File: src/rtl/ex_mem_skid_reg_pkg.sv
// ============================================================================
// Module   : ex_mem_skid_reg_pkg
// Purpose  : Shared definitions for the EX->MEM skid register. Holds the
//            default widths, the RV32 opcode constants, the occupancy state
//            encoding, and helper functions that compute the width and field
//            offsets of the packed per-entry payload vector.
// Ports    : none (package)
// Revision : 1.0 - initial release
// ============================================================================
`default_nettype none

package ex_mem_skid_reg_pkg;

    localparam int DEF_XLEN      = 32;
    localparam int DEF_REG_IDX_W = 5;
    localparam int DEF_OPC_W     = 7;

    // Base RV32I opcodes seen crossing the EX->MEM boundary
    localparam logic [6:0] OPC_LOAD   = 7'b0000011;
    localparam logic [6:0] OPC_STORE  = 7'b0100011;
    localparam logic [6:0] OPC_OP     = 7'b0110011;
    localparam logic [6:0] OPC_OP_IMM = 7'b0010011;

    // The state value is the number of entries held, so it doubles as the
    // occupancy output.
    typedef enum logic [1:0] {
        SKID_EMPTY = 2'd0,
        SKID_ONE   = 2'd1,
        SKID_TWO   = 2'd2
    } skid_state_t;

    // Payload layout, LSB first:
    //   regwrite | opcode | rs2 | rs1 | rd | alu_result | r2 | imm | instr
    localparam int OFF_REGWRITE = 0;

    function automatic int payload_w(input int xlen, input int ridx, input int opc);
        return 3*xlen + xlen + 3*ridx + opc + 1;
    endfunction

    function automatic int off_opcode();
        return 1;
    endfunction

    function automatic int off_rs2(input int opc);
        return 1 + opc;
    endfunction

    function automatic int off_rs1(input int ridx, input int opc);
        return 1 + opc + ridx;
    endfunction

    function automatic int off_rd(input int ridx, input int opc);
        return 1 + opc + 2*ridx;
    endfunction

    function automatic int off_alu(input int ridx, input int opc);
        return 1 + opc + 3*ridx;
    endfunction

    function automatic int off_r2(input int xlen, input int ridx, input int opc);
        return 1 + opc + 3*ridx + xlen;
    endfunction

    function automatic int off_imm(input int xlen, input int ridx, input int opc);
        return 1 + opc + 3*ridx + 2*xlen;
    endfunction

    function automatic int off_instr(input int xlen, input int ridx, input int opc);
        return 1 + opc + 3*ridx + 3*xlen;
    endfunction

endpackage

`default_nettype wire

File: src/rtl/ex_mem_skid_reg_if.sv
// ============================================================================
// Module   : ex_mem_skid_reg_if
// Purpose  : Valid/ready pipeline bus carrying one EX-stage instruction.
//            The master drives valid and payload; the slave drives ready.
// Signals  : valid, ready, instr, imm, r2, alu_result (XLEN),
//            rd, rs1, rs2 (REG_IDX_W), opcode (OPC_W), regwrite
// Revision : 1.0 - initial release
// ============================================================================
`default_nettype none

interface ex_mem_skid_reg_if
    import ex_mem_skid_reg_pkg::*;
#(
    parameter int XLEN      = DEF_XLEN,
    parameter int REG_IDX_W = DEF_REG_IDX_W,
    parameter int OPC_W     = DEF_OPC_W
);
    logic                 valid;
    logic                 ready;
    logic [XLEN-1:0]      instr;
    logic [XLEN-1:0]      imm;
    logic [XLEN-1:0]      r2;
    logic [XLEN-1:0]      alu_result;
    logic [REG_IDX_W-1:0] rd;
    logic [REG_IDX_W-1:0] rs1;
    logic [REG_IDX_W-1:0] rs2;
    logic [OPC_W-1:0]     opcode;
    logic                 regwrite;

    modport master (
        output valid, instr, imm, r2, alu_result, rd, rs1, rs2, opcode, regwrite,
        input  ready
    );

    modport slave (
        input  valid, instr, imm, r2, alu_result, rd, rs1, rs2, opcode, regwrite,
        output ready
    );

endinterface

`default_nettype wire

File: src/rtl/ex_mem_skid_reg_stage_payload.sv
// ============================================================================
// Module   : ex_mem_skid_reg_stage_payload
// Purpose  : Enable-loaded vector register holding one packed pipeline entry.
//            Clears to zero on asynchronous reset, otherwise holds until load.
// Ports    : clk, reset (async, active-high), load, d[W], q[W]
// Revision : 1.0 - initial release
// ============================================================================
`default_nettype none

module ex_mem_skid_reg_stage_payload #(
    parameter int W = 1
) (
    input  logic         clk,
    input  logic         reset,
    input  logic         load,
    input  logic [W-1:0] d,
    output logic [W-1:0] q
);

    logic [W-1:0] r_q;

    always_ff @(posedge clk or posedge reset) begin
        if (reset) begin
            r_q <= '0;
        end else if (load) begin
            r_q <= d;
        end
    end

    assign q = r_q;

endmodule

`default_nettype wire

File: src/rtl/ex_mem_skid_reg.sv
// ============================================================================
// Module   : ex_mem_skid_reg
// Purpose  : EX->MEM pipeline boundary register with valid/ready handshake,
//            2-entry skid buffer (main + skid), synchronous flush, x0-write
//            suppression and a forwarding tap off the head entry.
//            in_ready is a register, so out_ready has no combinational path
//            to in_ready.
// Ports    : clk, reset (async, active-high), flush (sync)
//            ex_if  (slave)  - instruction from the EX stage
//            mem_if (master) - head entry towards the MEM stage
//            fwd_valid, fwd_rd, fwd_data - forwarding tap
//            occupancy[1:0] - entries held, 0..2
// Revision : 1.0 - initial release
// ============================================================================
`default_nettype none

module ex_mem_skid_reg
    import ex_mem_skid_reg_pkg::*;
#(
    parameter int XLEN      = DEF_XLEN,
    parameter int REG_IDX_W = DEF_REG_IDX_W,
    parameter int OPC_W     = DEF_OPC_W
) (
    input  logic                 clk,
    input  logic                 reset,
    input  logic                 flush,
    ex_mem_skid_reg_if.slave     ex_if,
    ex_mem_skid_reg_if.master    mem_if,
    output logic                 fwd_valid,
    output logic [REG_IDX_W-1:0] fwd_rd,
    output logic [XLEN-1:0]      fwd_data,
    output logic [1:0]           occupancy
);

    localparam int PAYLOAD_W = payload_w(XLEN, REG_IDX_W, OPC_W);
    localparam int OFF_OPC   = off_opcode();
    localparam int OFF_RS2   = off_rs2(OPC_W);
    localparam int OFF_RS1   = off_rs1(REG_IDX_W, OPC_W);
    localparam int OFF_RD    = off_rd(REG_IDX_W, OPC_W);
    localparam int OFF_ALU   = off_alu(REG_IDX_W, OPC_W);
    localparam int OFF_R2    = off_r2(XLEN, REG_IDX_W, OPC_W);
    localparam int OFF_IMM   = off_imm(XLEN, REG_IDX_W, OPC_W);
    localparam int OFF_INSTR = off_instr(XLEN, REG_IDX_W, OPC_W);

    skid_state_t          r_state;
    logic                 r_out_valid;
    logic                 r_in_ready;

    logic                 w_in_fire;
    logic                 w_out_fire;
    logic                 w_main_load;
    logic                 w_skid_load;
    logic [PAYLOAD_W-1:0] w_in_payload;
    logic [PAYLOAD_W-1:0] w_main_d;
    logic [PAYLOAD_W-1:0] w_main_q;
    logic [PAYLOAD_W-1:0] w_skid_q;
    logic                 w_out_regwrite;

    assign w_in_fire  = ex_if.valid & r_in_ready;
    assign w_out_fire = r_out_valid & mem_if.ready;

    // A write to x0 is architecturally a no-op, so it is stripped on capture
    // and never reaches the MEM stage or the forwarding network.
    assign w_in_payload = {ex_if.instr, ex_if.imm, ex_if.r2, ex_if.alu_result,
                           ex_if.rd, ex_if.rs1, ex_if.rs2, ex_if.opcode,
                           ex_if.regwrite & (ex_if.rd != '0)};

    // Payload enables. Flush suppresses every load so the flushed-cycle input
    // is dropped; stale payload is harmless because valids are cleared.
    always_comb begin
        w_main_load = 1'b0;
        w_skid_load = 1'b0;
        w_main_d    = w_in_payload;
        if (!flush) begin
            case (r_state)
                SKID_EMPTY: begin
                    w_main_load = w_in_fire;
                end
                SKID_ONE: begin
                    w_main_load = w_in_fire & w_out_fire;
                    w_skid_load = w_in_fire & ~w_out_fire;
                end
                SKID_TWO: begin
                    // in_ready is low here, so only the skid entry can advance
                    w_main_load = w_out_fire;
                    w_main_d    = w_skid_q;
                end
                default: begin
                    w_main_load = 1'b0;
                end
            endcase
        end
    end

    // Occupancy FSM with registered handshake outputs
    always_ff @(posedge clk or posedge reset) begin
        if (reset) begin
            r_state     <= SKID_EMPTY;
            r_out_valid <= 1'b0;
            r_in_ready  <= 1'b1;
        end else if (flush) begin
            r_state     <= SKID_EMPTY;
            r_out_valid <= 1'b0;
            r_in_ready  <= 1'b1;
        end else begin
            case (r_state)
                SKID_EMPTY: begin
                    if (w_in_fire) begin
                        r_state     <= SKID_ONE;
                        r_out_valid <= 1'b1;
                    end
                end
                SKID_ONE: begin
                    if (w_in_fire && !w_out_fire) begin
                        r_state    <= SKID_TWO;
                        r_in_ready <= 1'b0;
                    end else if (!w_in_fire && w_out_fire) begin
                        r_state     <= SKID_EMPTY;
                        r_out_valid <= 1'b0;
                    end
                end
                SKID_TWO: begin
                    if (w_out_fire) begin
                        r_state    <= SKID_ONE;
                        r_in_ready <= 1'b1;
                    end
                end
                default: begin
                    r_state     <= SKID_EMPTY;
                    r_out_valid <= 1'b0;
                    r_in_ready  <= 1'b1;
                end
            endcase
        end
    end

    ex_mem_skid_reg_stage_payload #(
        .W (PAYLOAD_W)
    ) u_main (
        .clk   (clk),
        .reset (reset),
        .load  (w_main_load),
        .d     (w_main_d),
        .q     (w_main_q)
    );

    ex_mem_skid_reg_stage_payload #(
        .W (PAYLOAD_W)
    ) u_skid (
        .clk   (clk),
        .reset (reset),
        .load  (w_skid_load),
        .d     (w_in_payload),
        .q     (w_skid_q)
    );

    assign w_out_regwrite = w_main_q[OFF_REGWRITE] & r_out_valid;

    assign ex_if.ready       = r_in_ready;
    assign mem_if.valid      = r_out_valid;
    assign mem_if.instr      = w_main_q[OFF_INSTR +: XLEN];
    assign mem_if.imm        = w_main_q[OFF_IMM   +: XLEN];
    assign mem_if.r2         = w_main_q[OFF_R2    +: XLEN];
    assign mem_if.alu_result = w_main_q[OFF_ALU   +: XLEN];
    assign mem_if.rd         = w_main_q[OFF_RD    +: REG_IDX_W];
    assign mem_if.rs1        = w_main_q[OFF_RS1   +: REG_IDX_W];
    assign mem_if.rs2        = w_main_q[OFF_RS2   +: REG_IDX_W];
    assign mem_if.opcode     = w_main_q[OFF_OPC   +: OPC_W];
    assign mem_if.regwrite   = w_out_regwrite;

    assign fwd_valid = w_out_regwrite;
    assign fwd_rd    = w_main_q[OFF_RD  +: REG_IDX_W];
    assign fwd_data  = w_main_q[OFF_ALU +: XLEN];
    assign occupancy = r_state;

endmodule

`default_nettype wire
File: src/flat_wrapper.sv
// flat-port wrapper written by rule: the top's interface ports become plain ports
module ex_mem_skid_reg_flat import ex_mem_skid_reg_pkg::*;
#(
    parameter int XLEN      = DEF_XLEN,
    parameter int REG_IDX_W = DEF_REG_IDX_W,
    parameter int OPC_W     = DEF_OPC_W
)
  (clk, reset, flush, fwd_valid, fwd_rd, fwd_data, occupancy, ex_if_valid, ex_if_instr, ex_if_imm, ex_if_r2, ex_if_alu_result, ex_if_rd, ex_if_rs1, ex_if_rs2, ex_if_opcode, ex_if_regwrite, ex_if_ready, mem_if_valid, mem_if_instr, mem_if_imm, mem_if_r2, mem_if_alu_result, mem_if_rd, mem_if_rs1, mem_if_rs2, mem_if_opcode, mem_if_regwrite, mem_if_ready);
  ex_mem_skid_reg_if #(.XLEN(XLEN), .REG_IDX_W(REG_IDX_W), .OPC_W(OPC_W)) ex_if_i ();
  ex_mem_skid_reg_if #(.XLEN(XLEN), .REG_IDX_W(REG_IDX_W), .OPC_W(OPC_W)) mem_if_i ();
  input  logic clk;
  input  logic reset;
  input  logic flush;
  output logic fwd_valid;
  output logic [REG_IDX_W-1:0] fwd_rd;
  output logic [XLEN-1:0] fwd_data;
  output logic [1:0] occupancy;
  input wire logic [$bits(ex_if_i.valid)-1:0] ex_if_valid;
  input wire logic [$bits(ex_if_i.instr)-1:0] ex_if_instr;
  input wire logic [$bits(ex_if_i.imm)-1:0] ex_if_imm;
  input wire logic [$bits(ex_if_i.r2)-1:0] ex_if_r2;
  input wire logic [$bits(ex_if_i.alu_result)-1:0] ex_if_alu_result;
  input wire logic [$bits(ex_if_i.rd)-1:0] ex_if_rd;
  input wire logic [$bits(ex_if_i.rs1)-1:0] ex_if_rs1;
  input wire logic [$bits(ex_if_i.rs2)-1:0] ex_if_rs2;
  input wire logic [$bits(ex_if_i.opcode)-1:0] ex_if_opcode;
  input wire logic [$bits(ex_if_i.regwrite)-1:0] ex_if_regwrite;
  output wire logic [$bits(ex_if_i.ready)-1:0] ex_if_ready;
  output wire logic [$bits(mem_if_i.valid)-1:0] mem_if_valid;
  output wire logic [$bits(mem_if_i.instr)-1:0] mem_if_instr;
  output wire logic [$bits(mem_if_i.imm)-1:0] mem_if_imm;
  output wire logic [$bits(mem_if_i.r2)-1:0] mem_if_r2;
  output wire logic [$bits(mem_if_i.alu_result)-1:0] mem_if_alu_result;
  output wire logic [$bits(mem_if_i.rd)-1:0] mem_if_rd;
  output wire logic [$bits(mem_if_i.rs1)-1:0] mem_if_rs1;
  output wire logic [$bits(mem_if_i.rs2)-1:0] mem_if_rs2;
  output wire logic [$bits(mem_if_i.opcode)-1:0] mem_if_opcode;
  output wire logic [$bits(mem_if_i.regwrite)-1:0] mem_if_regwrite;
  input wire logic [$bits(mem_if_i.ready)-1:0] mem_if_ready;
  assign ex_if_i.valid = ex_if_valid;
  assign ex_if_i.instr = ex_if_instr;
  assign ex_if_i.imm = ex_if_imm;
  assign ex_if_i.r2 = ex_if_r2;
  assign ex_if_i.alu_result = ex_if_alu_result;
  assign ex_if_i.rd = ex_if_rd;
  assign ex_if_i.rs1 = ex_if_rs1;
  assign ex_if_i.rs2 = ex_if_rs2;
  assign ex_if_i.opcode = ex_if_opcode;
  assign ex_if_i.regwrite = ex_if_regwrite;
  assign ex_if_ready = ex_if_i.ready;
  assign mem_if_valid = mem_if_i.valid;
  assign mem_if_instr = mem_if_i.instr;
  assign mem_if_imm = mem_if_i.imm;
  assign mem_if_r2 = mem_if_i.r2;
  assign mem_if_alu_result = mem_if_i.alu_result;
  assign mem_if_rd = mem_if_i.rd;
  assign mem_if_rs1 = mem_if_i.rs1;
  assign mem_if_rs2 = mem_if_i.rs2;
  assign mem_if_opcode = mem_if_i.opcode;
  assign mem_if_regwrite = mem_if_i.regwrite;
  assign mem_if_i.ready = mem_if_ready;
  ex_mem_skid_reg #(.XLEN(XLEN), .REG_IDX_W(REG_IDX_W), .OPC_W(OPC_W)) u_core (.clk(clk), .reset(reset), .flush(flush), .ex_if(ex_if_i), .mem_if(mem_if_i), .fwd_valid(fwd_valid), .fwd_rd(fwd_rd), .fwd_data(fwd_data), .occupancy(occupancy));
endmodule
File: config.mk
export PLATFORM = sky130hd
export DESIGN_NAME = ex_mem_skid_reg_flat
export DESIGN_NICKNAME = d
export VERILOG_FILES = /design/src/rtl/ex_mem_skid_reg_pkg.sv /design/src/rtl/ex_mem_skid_reg_if.sv /design/src/rtl/ex_mem_skid_reg_stage_payload.sv /design/src/rtl/ex_mem_skid_reg.sv /design/src/flat_wrapper.sv
export SDC_FILE = /design/constraint.sdc
export NUM_CORES = 1
export LEC_CHECK = 0
export ABC_CLOCK_PERIOD_IN_PS = 9100
export BUFFER_PORTS_ARGS = -buffer_cell sky130_fd_sc_hd__buf_4
export CAP_MARGIN = 10
export CORE_ASPECT_RATIO = 0.75
export CORE_MARGIN = 5
export CORE_UTILIZATION = 45
export DETAILED_ROUTE_END_ITERATION = 8
export PLACE_DENSITY_LB_ADDON = 0.05
export SYNTH_ARGS = -nofsm -noshare
export SYNTH_HDL_FRONTEND = slang
export SYNTH_SLANG_ARGS = --single-unit
File: constraint.sdc
create_clock -name clk -period 9.1 [get_ports clk]
set_input_delay 0.455 -clock clk [delete_from_list [all_inputs] [get_ports clk]]
set_output_delay 0.455 -clock clk [all_outputs]
set_load 0.1 [all_outputs]
==> After elaboration in Yosys (flattened, before gate mapping) <==
Index checks and enable logic that the tools add are counted.
{ "classes": {"mux": 21, "bitwise_logic": 7, "n_eq_ne": 10, "reduce_logical": 9} }
{ "op_table": {"columns": ["op", "n"], "rows": [
  ["$mux 151", 2],
  ["$ne 3x2->1 const B", 4],
  ["$mux 1", 10],
  ["$mux 2", 5],
  ["$pmux 1 s3", 3],
  ["$and 1x1->1", 6],
  ["$pmux 2 s3", 1],
  ["$reduce_and 3->1", 2],
  ["$reduce_bool 5->1", 1],
  ["$ne 2x2->1 const B", 2],
  ["$ne 4x2->1 const B", 1],
  ["$reduce_and 4->1", 1],
  ["$ne 3x3->1 const B", 1],
  ["$eq 2x1->1 const B", 1],
  ["$eq 2x2->1 const B", 1],
  ["$logic_and 1x1->1", 2],
  ["$logic_not 1->1", 2],
  ["$logic_not 2->1", 1],
  ["$not 1->1", 1]
]} }
{ "totals": {"elab_cells": 52, "input_bits": 156, "reg_bits": 306, "output_inout_bits": 193} }

==> Logic depth before layout (Yosys ltp) <==
{ "depth": {"word_depth": 7, "depth_mapped": 7, "depth_no_buf": 4} }

==> Modules after synthesis <==
A second synthesis with hierarchy kept.
{ "hier_totals": {"cells_unflattened": 879, "hier_area_um2": 14376.3} }
{ "modules_own_cells": {"columns": ["module", "seq_area_each_um2", "n_inst", "cells_per_inst", "area_each_um2"], "rows": [
  ["ex_mem_skid_reg_stage_payload", 3778.6, 2, 320, 5974.5],
  ["ex_mem_skid_reg", 101.3, 1, 239, 2427.3]
]} }

==> Worst setup path before layout <==
Ideal clock, no wire load.
{ "synth_timing": {"path_type": "flip-flop to output port", "start": "reg u_core.r_out_valid, in the netlist u_core.mem_if.valid", "end": "out mem_if_regwrite", "t_arrival_ps": 2262, "setup_slack_ps": 6383, "t_required_ps": 8645, "path_buffers": 1, "stages_incl_launch_ff": 3, "cell_sequence": "dfrtp_1 -> and2_1 -> buf_4"} }
{ "synth_via": {"elab_chain_cells": 1} }
{ "synth_rtl": {"columns": ["element", "line_no", "source"], "rows": [
  ["from (decl)", "ex_mem_skid_reg.sv:46", "logic r_out_valid;"],
  ["from (signal assigned)", "ex_mem_skid_reg.sv:99", "r_out_valid <= 1'b0;"],
  ["from (signal assigned)", "ex_mem_skid_reg.sv:103", "r_out_valid <= 1'b0;"],
  ["from (signal assigned)", "ex_mem_skid_reg.sv:110", "r_out_valid <= 1'b1;"],
  ["$and 1x1->1", "ex_mem_skid_reg.sv:157", "assign w_out_regwrite = w_main_q[OFF_REGWRITE] & r_out_valid;"],
  ["to (decl)", "flat_wrapper.sv:38", "output wire logic [$bits(mem_if_i.regwrite)-1:0] mem_if_regwrite;"]
]} }
Every way passes these cells.

==> Final worst setup path <==
{ "layout_timing": {"start": "reg u_core.r_state[0], in the netlist u_core.occupancy[0]", "end": "reg u_core.u_main.r_q[31], in the netlist u_core.u_main.q[31]"} }
{ "layout_via": {"elab_chain_cells": 3, "elab_cells_between_ends": 7, "classes_between": "2 x eq/ne; 4 x mux; 1 x reduce/logical"} }
{ "layout_rtl": {"columns": ["element", "line_no", "source"], "rows": [
  ["from (decl)", "ex_mem_skid_reg.sv:45", "skid_state_t r_state;"],
  ["from (signal assigned)", "ex_mem_skid_reg.sv:98", "r_state <= SKID_EMPTY;"],
  ["from (signal assigned)", "ex_mem_skid_reg.sv:102", "r_state <= SKID_EMPTY;"],
  ["from (signal assigned)", "ex_mem_skid_reg.sv:109", "r_state <= SKID_ONE;"],
  ["$eq 2x2->1, or another cell as far along", "ex_mem_skid_reg.sv:75", "case (r_state)"],
  ["$pmux 1 s3 or $mux 151 (tied branches)", "ex_mem_skid_reg.sv:75", null],
  ["$mux 1 or $mux 151 (tied branches)", "ex_mem_skid_reg.sv:74", "if (!flush) begin"],
  ["to (signal assigned)", "ex_mem_skid_reg_stage_payload.sv:24", "r_q <= '0;"],
  ["to (signal assigned)", "ex_mem_skid_reg_stage_payload.sv:26", "r_q <= d;"],
  ["to (decl)", "ex_mem_skid_reg_stage_payload.sv:20", "logic [W-1:0] r_q;"]
]} }
Several ways; a longest one is shown, not always the timed one.
A chain may end at the register's enable or synchronous reset.

==> results by group <==
Routing
  – Number of remaining DRC errors: 0
  – Routed vias: approximately 8700
  – DR WL/cell: approximately 18 µm
  – DR top layer: met5
  – Routed wire length on met2: roughly 15000 µm
  – Routed Antenna Nets: 0
  – Vias per cell: about 4.9
  – 1st-pass router iterations: 5
  – DRT met1 WL: 14400 µm
  – Wirelength, routed: roughly 33000 µm
  – Met3 wire length: 2450 µm
  – Starting DRT DRC Count: approximately 470

Hold path
  – Hold Crit Class: input port to asynchronous set/reset pin

Global routing
  – All-Layer GR Usage: 0.181
  – Grt total ovfl: 0
  – Vias in the first global route: 8810
  – Initial antenna violation count: 2
  – First-pass GRT wire length: 51100 µm
  – Largest net degree at the start of global routing: 220

Timing
  – Max-slew headroom: 0.305
  – Hold Vio Cnt, Final: 0
  – # setup viols final: 0
  – Max Slew Vio Count: 0
  – Final Critical Period: 3.12 ns
  – Worst Tran Pin Value: approximately 1.0 ns
  – Period utilization: 0.343
  – Peak Freq: 320 MHz
  – Setup TNS: 0 ns
  – RSZ-0062 raised after global routing: false
  – Fin Clk Skew: roughly 0.016 ns

Synth
  – Avg Inst Size Synth: approximately 12 µm²
  – Synth cell types: 29
  – Syn Nets: 1352
  – #FFs+latches synth: 306
  – Register area share after synthesis: 0.539
  – Post-Syn Area: approximately 14000 µm²
  – Mapped Cells: ~1200
  – Synth warnings: 0

Clocking
  – Cts-stage hold buffer count: 0
  – CTS Buf Count: 34
  – Post-CTS setup buffer count: 0
  – Clk pin slew, worst setup/hold paths: around 0.06 ns
  – H-tree Lvls: 2
  – Root buffer cell: clkbuf_16
  – Post-CTS Resized: 0
  – Worst-Skew Late Latency: 0.51 ns
  – CTS Sinks: 306
  – CTS tree: done
  – Clk buf depth: 3

Worst setup path
  – Worst Path Max Fanout: 55
  – Worst Setup End Kind: register
  – CP arrival: between 3 and 4 ns
  – CP required: roughly 9.4 ns
  – R2R cell count: 5
  – Startpoint type of the worst setup path: register
  – Crit Path Category: register to register

Die
  – Initial core utilization: 0.455
  – Core Area: roughly 31000 µm²
  – Die span in y: 164 µm
  – I/O pins: around 350
  – Die span in x: 215 µm
  – Rows: 56
  – Die area: 35200 µm²

Finish
  – P&R area growth vs syn: 18.0%
  – Nets: about 1500
  – Final Non-Filler Cells: between 1500 and 2000
  – Share of cells above drive strength 1: 0.352
  – FILL cells: between 2000 and 3000

Run
  – Max Cap Viol: 0

Placement
  – Placed insts: 1703
  – PortBufs: around 350
  – Hpwl dp: approximately 21000 µm
  – GP Congestion: roughly 0.76

Run status
  – Status: finished clean
Yosys cell counts (all sizes together):
master,n,share of area
dfrtp,305,0.54
buf,249,0.13
a21oi,156,0.055
nor2,155,0.041
mux2,151,0.12
mux2i,151,0.11
clkbuf,6,0.0016
nand2b,3,0.0013
or2,3,0.0013
inv,2,0.00053
nand2,2,0.00053
o21bai,2,0.0011
a21o,1,0.00053
a221oi,1,0.0011
and2,1,0.00044
and3,1,0.00044
dfstp,1,0.0019
nand3b,1,0.00053
nand4,1,0.00044
nor2b,1,0.00044
o21a,1,0.00053
o2bb2ai,1,0.00062
or4,1,0.00053
critical path, stage by stage, from the launching register on:
cell	delay, ns
dfrtp_1	0.46
nand2b_1	0.26
or2_4	0.86
buf_4	0.90
mux2i_1	0.29
a21oi_1	0.09
area by class of cell:
type / count / area, µm² / share of cell area
Clock inverter: 11 / 91.3 / 0.00545
Sequential cell: 306 / 7660 / 0.457
Tap cell: 406 / 508 / 0.0303
Multi-Input combinational cell: 633 / 4730 / 0.283
Timing Repair Buffer: 356 / 2700 / 0.161
Clock buffer: 50 / 1040 / 0.0624
Inverter: 2 / 15.0 / 0.000896
Antenna cell: 1 / 2.50 / 0.000149
cells by family after synthesis:
kind of cell / Yosys count / share of synthesized area
AO/OA/AOI/OAI: 162 / 0.0588
multiplexers: 302 / 0.226
flip-flops: 306 / 0.539
buffers and inverters: 257 / 0.128
AND/OR/NAND/NOR: 169 / 0.0471
state kept, by name, indices dropped and copies added, names as in the netlist:
signal               cells
u_core.occupancy         2
u_core.ex_if.ready       1
u_core.u_skid.q        151
u_core.u_main.q        151
u_core.mem_if.valid      1
layout by cell type (no fill, tap or decap), types with 2 or more instances in the layout:
master,instances
clkinv_2,6
clkbuf_1,6
nand2b_1,3
clkbuf_16,37
mux2_1,90
a21oi_1,156
dfrtp_1,305
nand2_1,2
clkinvlp_4,3
o21bai_1,2
clkbuf_8,7
buf_12,2
mux2_2,61
buf_4,354
nor2_1,154
mux2i_1,151
worst paths after layout:
check	from	endpoint	slack [ns]
min reg2reg	u_core.u_skid.q[47]	u_core.u_skid.q[47]	0.48
max	u_core.occupancy[0]	u_core.u_main.q[31]	5.98
max reg2reg	u_core.occupancy[0]	u_core.u_main.q[31]	5.98
min in group clk	ex_if_r2[6]	u_core.u_skid.q[61]	0.17
max in group asynchronous	reset	u_core.u_main.q[70]	6.84
min	reset	u_core.u_main.q[35]	0.14
per-layer routing:
metal	vias up	track usage
met4	2	0.0483
met1	4267	0.246
met2	226	0.279
met3	47	0.0632
met5	-	0
li1	4162	-
stage by stage:
| stage | hold WS, ns | worst slack, ns | instance area, µm² | util |
|---|---|---|---|---|
| finish | 0.144 | 5.98 | 16800 | 0.537 |
| global route | 0.139 | 5.73 | 16800 | 0.537 |
| CTS | 0.134 | 5.95 | 16700 | 0.537 |
| detailed placement | 0.474 | 6.01 | 15600 | 0.501 |
| global placement | 0.467 | 6.06 | 15600 | 0.501 |
| floorplan | 0.457 | 0.187 | 14200 | - |
Power is not shown: default switching activity piles up to over one toggle a cycle in this logic, so the estimate is an artifact.
